$ cat src/rtl/lc3b_types.sv
`default_nettype none
// ============================================================================
// Module      : lc3b_types (package)
// Description : Shared types and constants for the LC-3b MEM stage: the
//               data-memory controller state encoding, the decoded memory
//               request bundle, the default response-watchdog limit and a
//               lane-index width helper.
// Revision    : 1.0 - initial release
// ============================================================================
package lc3b_types;

    // Controller phases: IDLE serves direct accesses and the pointer fetch of
    // an indirect access; IND serves the second (data) phase at the pointer.
    typedef enum logic [0:0] {
        IDLE = 1'b0,
        IND  = 1'b1
    } mem_ctrl_state_t;

    // Decoded memory request from the EX/MEM latch.
    typedef struct packed {
        logic read;
        logic write;
        logic byte_acc;
        logic ind;
    } lc3b_mem_req_t;

    // Default number of cycles the dcache may stay silent before the
    // controller gives up on an access.
    localparam int MEM_MAX_WAIT = 64;

    // Width of the byte-lane index; at least one bit so that single-lane
    // configurations still have a legal vector.
    function automatic int lane_bits(input int lanes);
        return (lanes > 1) ? $clog2(lanes) : 1;
    endfunction

endpackage
`default_nettype wire

$ cat src/rtl/mem_byte_lane.sv
`default_nettype none
// ============================================================================
// Module      : mem_byte_lane
// Description : Combinational byte-lane formatter between the MEM controller
//               and the dcache. Selects the addressed byte of read data and
//               sign-extends it, replicates store bytes across all lanes and
//               produces write lane enables.
// Ports       : lane_i     - byte lane index (address LSBs)
//               byte_i     - byte access when high, full word otherwise
//               wdata_i    - store data from the pipeline
//               rdata_i    - raw dcache read data
//               wdata_o    - store data presented to the dcache
//               byte_en_o  - write lane enables
//               rdata_o    - formatted load data
// Revision    : 1.0 - initial release
// ============================================================================
module mem_byte_lane
    import lc3b_types::*;
#(
    parameter int DATA_W = 16,
    parameter int LSB_W  = 1
) (
    input  logic [LSB_W-1:0]    lane_i,
    input  logic                byte_i,
    input  logic [DATA_W-1:0]   wdata_i,
    input  logic [DATA_W-1:0]   rdata_i,
    output logic [DATA_W-1:0]   wdata_o,
    output logic [DATA_W/8-1:0] byte_en_o,
    output logic [DATA_W-1:0]   rdata_o
);

    localparam int LANES = DATA_W / 8;

    logic [7:0]       w_sel_byte;
    logic [LANES-1:0] w_onehot;

    // Lane 0 is the fallback so a single-lane build always selects its only byte.
    always_comb begin
        w_sel_byte = rdata_i[7:0];
        w_onehot   = '0;
        for (int k = 0; k < LANES; k++) begin
            if ((LANES == 1) || (LSB_W'(k) == lane_i)) begin
                w_sel_byte  = rdata_i[k*8 +: 8];
                w_onehot[k] = 1'b1;
            end
        end
    end

    always_comb begin
        wdata_o   = wdata_i;
        byte_en_o = '1;
        rdata_o   = rdata_i;
        if (byte_i) begin
            wdata_o   = {LANES{wdata_i[7:0]}};
            byte_en_o = w_onehot;
            rdata_o   = DATA_W'($signed(w_sel_byte));
        end
    end

endmodule
`default_nettype wire

$ cat src/rtl/mem_access_ctrl.sv
`default_nettype none
// ============================================================================
// Module      : mem_access_ctrl
// Description : Pipelined MEM-stage data-memory access controller. Drives
//               dcache requests for word/byte loads and stores, sequences
//               two-phase indirect accesses, generates the pipeline stall and
//               aborts accesses whose dcache response never arrives.
// Config      : MEM_INDIRECT_EN - when defined, req_ind selects a pointer
//               fetch followed by the data access at the fetched pointer.
//               When undefined, req_ind is ignored and no IND state exists.
// Ports       : clk, rst_n              - clock, synchronous active-low reset
//               valid_in, req_*         - instruction in EX/MEM latch
//               addr_in, wdata_in       - effective address, store data
//               mem_rdata, dcache_resp  - dcache read data / completion
//               mem_address, mem_read, mem_write, mem_byte_en, mem_wdata
//                                       - dcache request
//               data_out, valid_out     - MEM/WB result and retire strobe
//               mem_stall, mem_err      - pipeline hold, watchdog abort pulse
// Revision    : 1.0 - initial release
// ============================================================================
module mem_access_ctrl
    import lc3b_types::*;
#(
    parameter int DATA_W   = 16,
    parameter int ADDR_W   = 16,
    parameter int MAX_WAIT = MEM_MAX_WAIT
) (
    input  logic                clk,
    input  logic                rst_n,
    input  logic                valid_in,
    input  logic                req_read,
    input  logic                req_write,
    input  logic                req_byte,
    input  logic                req_ind,
    input  logic [ADDR_W-1:0]   addr_in,
    input  logic [DATA_W-1:0]   wdata_in,
    input  logic [DATA_W-1:0]   mem_rdata,
    input  logic                dcache_resp,
    output logic [ADDR_W-1:0]   mem_address,
    output logic                mem_read,
    output logic                mem_write,
    output logic [DATA_W/8-1:0] mem_byte_en,
    output logic [DATA_W-1:0]   mem_wdata,
    output logic [DATA_W-1:0]   data_out,
    output logic                valid_out,
    output logic                mem_stall,
    output logic                mem_err
);

    localparam int LANES = DATA_W / 8;
    localparam int LSB_W = lane_bits(LANES);
    localparam int CNT_W = $clog2(MAX_WAIT) + 1;

    lc3b_mem_req_t     w_req;
    logic              w_op;
    logic              w_ptr_phase;
    logic              w_final;
    logic              w_abort;
    logic              w_stall;
    logic              w_done;
    logic              w_byte_eff;
    logic [ADDR_W-1:0] w_acc_addr;
    logic [ADDR_W-1:0] w_mem_addr;
    logic [DATA_W-1:0] w_wdata_fmt;
    logic [DATA_W-1:0] w_rdata_fmt;
    logic [LANES-1:0]  w_byte_en;
    logic [CNT_W-1:0]  wait_cnt_q;
    logic [CNT_W-1:0]  wait_cnt_d;

    // A simultaneous read+write request is serviced as a store.
    assign w_req = '{read:     req_read & ~req_write,
                     write:    req_write,
                     byte_acc: req_byte,
                     ind:      req_ind};

    assign w_op = valid_in & (req_read | req_write);

`ifdef MEM_INDIRECT_EN
    mem_ctrl_state_t   state_q;
    mem_ctrl_state_t   state_d;
    logic [ADDR_W-1:0] ptr_q;
    logic [ADDR_W-1:0] ptr_d;

    // State register
    always_ff @(posedge clk) begin
        if (!rst_n) begin
            state_q <= IDLE;
            ptr_q   <= '0;
        end else begin
            state_q <= state_d;
            ptr_q   <= ptr_d;
        end
    end

    // Next-state logic
    always_comb begin
        state_d = state_q;
        ptr_d   = ptr_q;
        case (state_q)
            IDLE: begin
                if (w_op && w_ptr_phase && dcache_resp) begin
                    state_d = IND;
                    ptr_d   = ADDR_W'(mem_rdata);
                end
            end
            IND: begin
                // A flushed instruction (valid_in dropped) also ends the access.
                if (!w_op || dcache_resp || w_abort) begin
                    state_d = IDLE;
                end
            end
            default: state_d = IDLE;
        endcase
    end

    // The pointer fetch is the IDLE phase of an indirect access.
    assign w_ptr_phase = (state_q == IDLE) & w_req.ind;
    assign w_acc_addr  = (state_q == IND) ? ptr_q : addr_in;
`else
    logic w_unused_ind;

    assign w_unused_ind = w_req.ind;
    assign w_ptr_phase  = 1'b0;
    assign w_acc_addr   = addr_in;
`endif

    assign w_final    = ~w_ptr_phase;
    assign w_byte_eff = w_req.byte_acc & ~w_ptr_phase;

    // A response on the last allowed cycle still completes the access.
    assign w_abort = w_op & ~dcache_resp & (wait_cnt_q == CNT_W'(MAX_WAIT - 1));
    assign w_done  = w_op & dcache_resp & w_final;
    assign w_stall = w_op & ~w_done & ~w_abort;

    // Watchdog counts silent stalled cycles; any response restarts it.
    assign wait_cnt_d = (w_stall && !dcache_resp) ? (wait_cnt_q + 1'b1) : '0;

    always_ff @(posedge clk) begin
        if (!rst_n) begin
            wait_cnt_q <= '0;
        end else begin
            wait_cnt_q <= wait_cnt_d;
        end
    end

    // Word accesses are always lane-aligned.
    generate
        if (LANES > 1) begin : g_addr_mask
            assign w_mem_addr = w_byte_eff ? w_acc_addr
                                           : {w_acc_addr[ADDR_W-1:LSB_W], {LSB_W{1'b0}}};
        end else begin : g_addr_pass
            assign w_mem_addr = w_acc_addr;
        end
    endgenerate

    mem_byte_lane #(
        .DATA_W (DATA_W),
        .LSB_W  (LSB_W)
    ) u_byte_lane (
        .lane_i    (w_acc_addr[LSB_W-1:0]),
        .byte_i    (w_byte_eff),
        .wdata_i   (wdata_in),
        .rdata_i   (mem_rdata),
        .wdata_o   (w_wdata_fmt),
        .byte_en_o (w_byte_en),
        .rdata_o   (w_rdata_fmt)
    );

    assign mem_address = w_mem_addr;
    assign mem_wdata   = w_wdata_fmt;
    assign mem_byte_en = w_byte_en;

    // Output logic; every control output is held low while in reset.
    always_comb begin
        mem_read  = 1'b0;
        mem_write = 1'b0;
        mem_stall = 1'b0;
        valid_out = 1'b0;
        mem_err   = 1'b0;
        data_out  = '0;
        if (rst_n) begin
            mem_read  = w_op & ~w_abort & (w_ptr_phase | w_req.read);
            mem_write = w_op & ~w_abort & ~w_ptr_phase & w_req.write;
            mem_stall = w_stall;
            valid_out = valid_in & ~w_stall & ~w_abort;
            mem_err   = w_abort;
            if (w_done && w_req.read) begin
                data_out = w_rdata_fmt;
            end
        end
    end

endmodule
`default_nettype wire

$ cat config.mk
export PLATFORM = sky130hd
export DESIGN_NAME = mem_access_ctrl
export DESIGN_NICKNAME = d
export VERILOG_FILES = /design/src/rtl/lc3b_types.sv /design/src/rtl/mem_byte_lane.sv /design/src/rtl/mem_access_ctrl.sv
export SDC_FILE = /design/constraint.sdc
export NUM_CORES = 1
export LEC_CHECK = 0
export ABC_AREA = 1
export CAP_MARGIN = 40
export CELL_PAD_IN_SITES_DETAIL_PLACEMENT = 1
export CELL_PAD_IN_SITES_GLOBAL_PLACEMENT = 1
export CORE_MARGIN = 2
export CORE_UTILIZATION = 19
export DETAILED_ROUTE_END_ITERATION = 8
export PLACE_DENSITY_LB_ADDON = 0.05
export SLEW_MARGIN = 20
export SYNTH_ARGS = -nofsm -noshare
export SYNTH_HDL_FRONTEND = slang
export SYNTH_HIERARCHICAL = 1
export SYNTH_SLANG_ARGS = --single-unit
$ cat constraint.sdc
create_clock -name clk -period 4.46 [get_ports clk]
set_clock_uncertainty 0.15 [all_clocks]
set_input_delay 1.338 -clock clk [delete_from_list [all_inputs] [get_ports clk]]
set_output_delay 1.338 -clock clk [all_outputs]
set_load 0.02 [all_outputs]
==> out/metrics.yaml <==
ys_seq_area_frac: 0.126
grt_max_degree: 17
first_global_vias: 1349
dp_hpwl_um: 3410
tightest_slew_ns: 0.379
std_cell_rows: 27
clockBufferDepth: 2
slew_viol_final: 0
clk_latency_ns: 0.22
layout_common_cells: "nand2_1, clkdlybuf4s50_1, dlygate4sd2_1"
synth_area_sq_mm: 0.00111
vias: 1340
netlist_instances: 177
nNetsFinal: 305
cp_data_required_time_ns: 2.97
die_area_sq_mm: 0.00647
fillers: 725
holdBufCountCts: 0
async_flop_share: 0
slowest_delay_ns: 0.48
clk_pin_slew_worst_paths_ns: 0.04
cp.buffers_inverters: 3
die_x_um: 80.4
rrSetupSlack_ns: 3.11
synth.avg_cell_area_sq_um: 6.27
ir_drop_mv: 0.104
synth_nets: 234
final_common_cell: "nand2_1"
crit_path_end_kind: "output port"
setup_viol: 0
min_path_type: "reg -> reg"
largest_register_ffs: 7
maxCapViolations: 0
cts.sink_count: 7
crit_start: "req_byte"
antenna_found_initial: 0
wl_per_cell_um: 12.4
worstSetupPathType: "in -> out"
crit_cells: 6
rr_worst_depth: 6
ys_seq_elements: 7
grt_pass1_wl_um: 6340
holdPathStages: 1
synthFlopType: "dfxtp_1"
hold_violations: 0
cts_root_buffer: "clkbuf_8"
r2r-end: "wait_cnt_q[5]"
io_buffers: 79
endpoint: "data_out[12]"
via_per_inst: 4.20
drive_above_1_share: 0.150
globalRouteOverflowTotal: 0
drc: 0
min_period_over_period: 0.981
htreeDepth: 1
initial_core_util: 0.199
power_mw: 0.284
place.gp.congestion: 0.752
fmax_mhz: 229
rsz0062_at_grt: "false"
antenna_left: 0
cp_cell_sequence: "clkdlybuf4s50_1 -> buf_4 -> nand3_2 -> nand3_1 -> nor3b_2 -> dlygate4sd2_1"
antenna_cells: 0
first_pass_iters: 4
drt-total-wl_um: 3970
path_delay_family: "buffers and inverters"
arrival_ns: 2.89
track_usage: 0.121
cp-start-kind: "primary input"
synthDistinctLibCells: 20
status: "completed"
largest-register: "wait_cnt_q"
yosys_warnings: 6
r2r_start: "wait_cnt_q[0]"
synth_edf_count: 0
p_leak_nw: 0.940
area_growth_pct: 70.5
critical_path.slowest_cell: "clkdlybuf4s50_1"
io_pins: 111
core_sq_mm: 0.00557
critical_path_peak_fanout: 11
finalCriticalPeriod_ns: 4.37
max_slew_margin: 0.747
cts_tree: "done"
reg.largest.list: "wait_cnt_q x7"
die_h_um: 80.4
power_density_mw_per_mm2: 150
tns_ns: 0
drt_iter0_markers: 17
cts_buffers: 3
postCtsSetupBuffers: 0
## per-stage QoR
stage	cell area (sq um)	cells	util	hold WS (ns)	setup slack, ns
2_1_floorplan	1110	177	-	0.280	0.645
3_3_place_gp	1880	315	0.337	0.296	-0.167
3_5_place_dp	1880	315	0.337	0.321	-0.185
4_1_cts	1890	319	0.339	0.331	0.0769
5_1_grt	1890	319	0.339	0.344	0.000486
6_report	1890	319	0.339	0.316	0.0851
## report_power, final
| group | leakage, nW | switching [mW] | internal (mW) | total [mW] |
|---|---|---|---|---|
| Clock | 0.0228 | 0.0265 | 0.0618 | 0.0883 |
| Combinational | 0.861 | 0.0618 | 0.0701 | 0.132 |
| Sequential | 0.0565 | 0.000368 | 0.0633 | 0.0637 |
| Total | 0.940 | 0.0887 | 0.195 | 0.284 |
## how the worst min path moves through the flow
stage / to / slack, ns / start
finish: wait_cnt_q[0] / 0.32 / wait_cnt_q[0]
global route: wait_cnt_q[6] / 0.34 / wait_cnt_q[6]
CTS: wait_cnt_q[0] / 0.33 / wait_cnt_q[0]
detailed placement: wait_cnt_q[0] / 0.32 / wait_cnt_q[0]
global placement: wait_cnt_q[0] / 0.30 / wait_cnt_q[0]
floorplan: wait_cnt_q[0] / 0.28 / wait_cnt_q[0]
## worst register-to-register path: stages, from the launching register on
cell	delay, ns
dfxtp_1	0.36
ha_1	0.20
nand3_1	0.16
nor2_1	0.20
nor2_1	0.08
nand2_1	0.06
inv_1	0.03
## cells by family (layout without fill, tap and decap cells)
family | after synthesis | after routing | synth area share
fa+ha+maj | 1 | 1 | 0.0113
compound gates | 2 | 2 | 0.0113
buf+inv | 46 | 116 | 0.267
xor+xnor | 3 | 3 | 0.0237
simple gates | 118 | 118 | 0.560
flops | 7 | 7 | 0.126
## area by class of cell
type / count / area, sq um / area share
well taps: 72 / 90.1 / 0.0476
multi-input cells: 124 / 673 / 0.356
repair buffers: 95 / 876 / 0.463
flip-flops and latches: 7 / 140 / 0.0741
inverters: 17 / 67.6 / 0.0357
clock buffers: 4 / 45.0 / 0.0238
## synthesized netlist by cell type (2+ instances only)
| cell type | n | area share |
|---|---|---|
| nand3_2 | 3 | 0.027 |
| nor3b_1 | 6 | 0.041 |
| nor2_1 | 13 | 0.044 |
| nor3b_2 | 10 | 0.11 |
| nand3_1 | 20 | 0.090 |
| dfxtp_1 | 7 | 0.13 |
| nand2_1 | 62 | 0.21 |
| buf_4 | 25 | 0.17 |
| buf_6 | 4 | 0.041 |
| xor2_1 | 2 | 0.016 |
| inv_1 | 16 | 0.054 |
## routing by layer
metal / up-vias / global-route usage / wire (um) / share of wire
met3: 4 / 0.0135 / 243 / 0.061
met1: 617 / 0.146 / 1670 / 0.42
met2: 42 / 0.226 / 2040 / 0.51
met4: 0 / 0.0271 / 9 / 0.0023
li1: 677 / - / - / -
met5: - / 0 / 0 / 0
## what timing repair did
item / in CTS / in global routing
gates resized for setup: 30 / 1
endpoints found under the hold margin: 0 / 0
endpoints found under the setup margin: 29 / 1
Note: power is estimated with default switching activity, not from simulation.
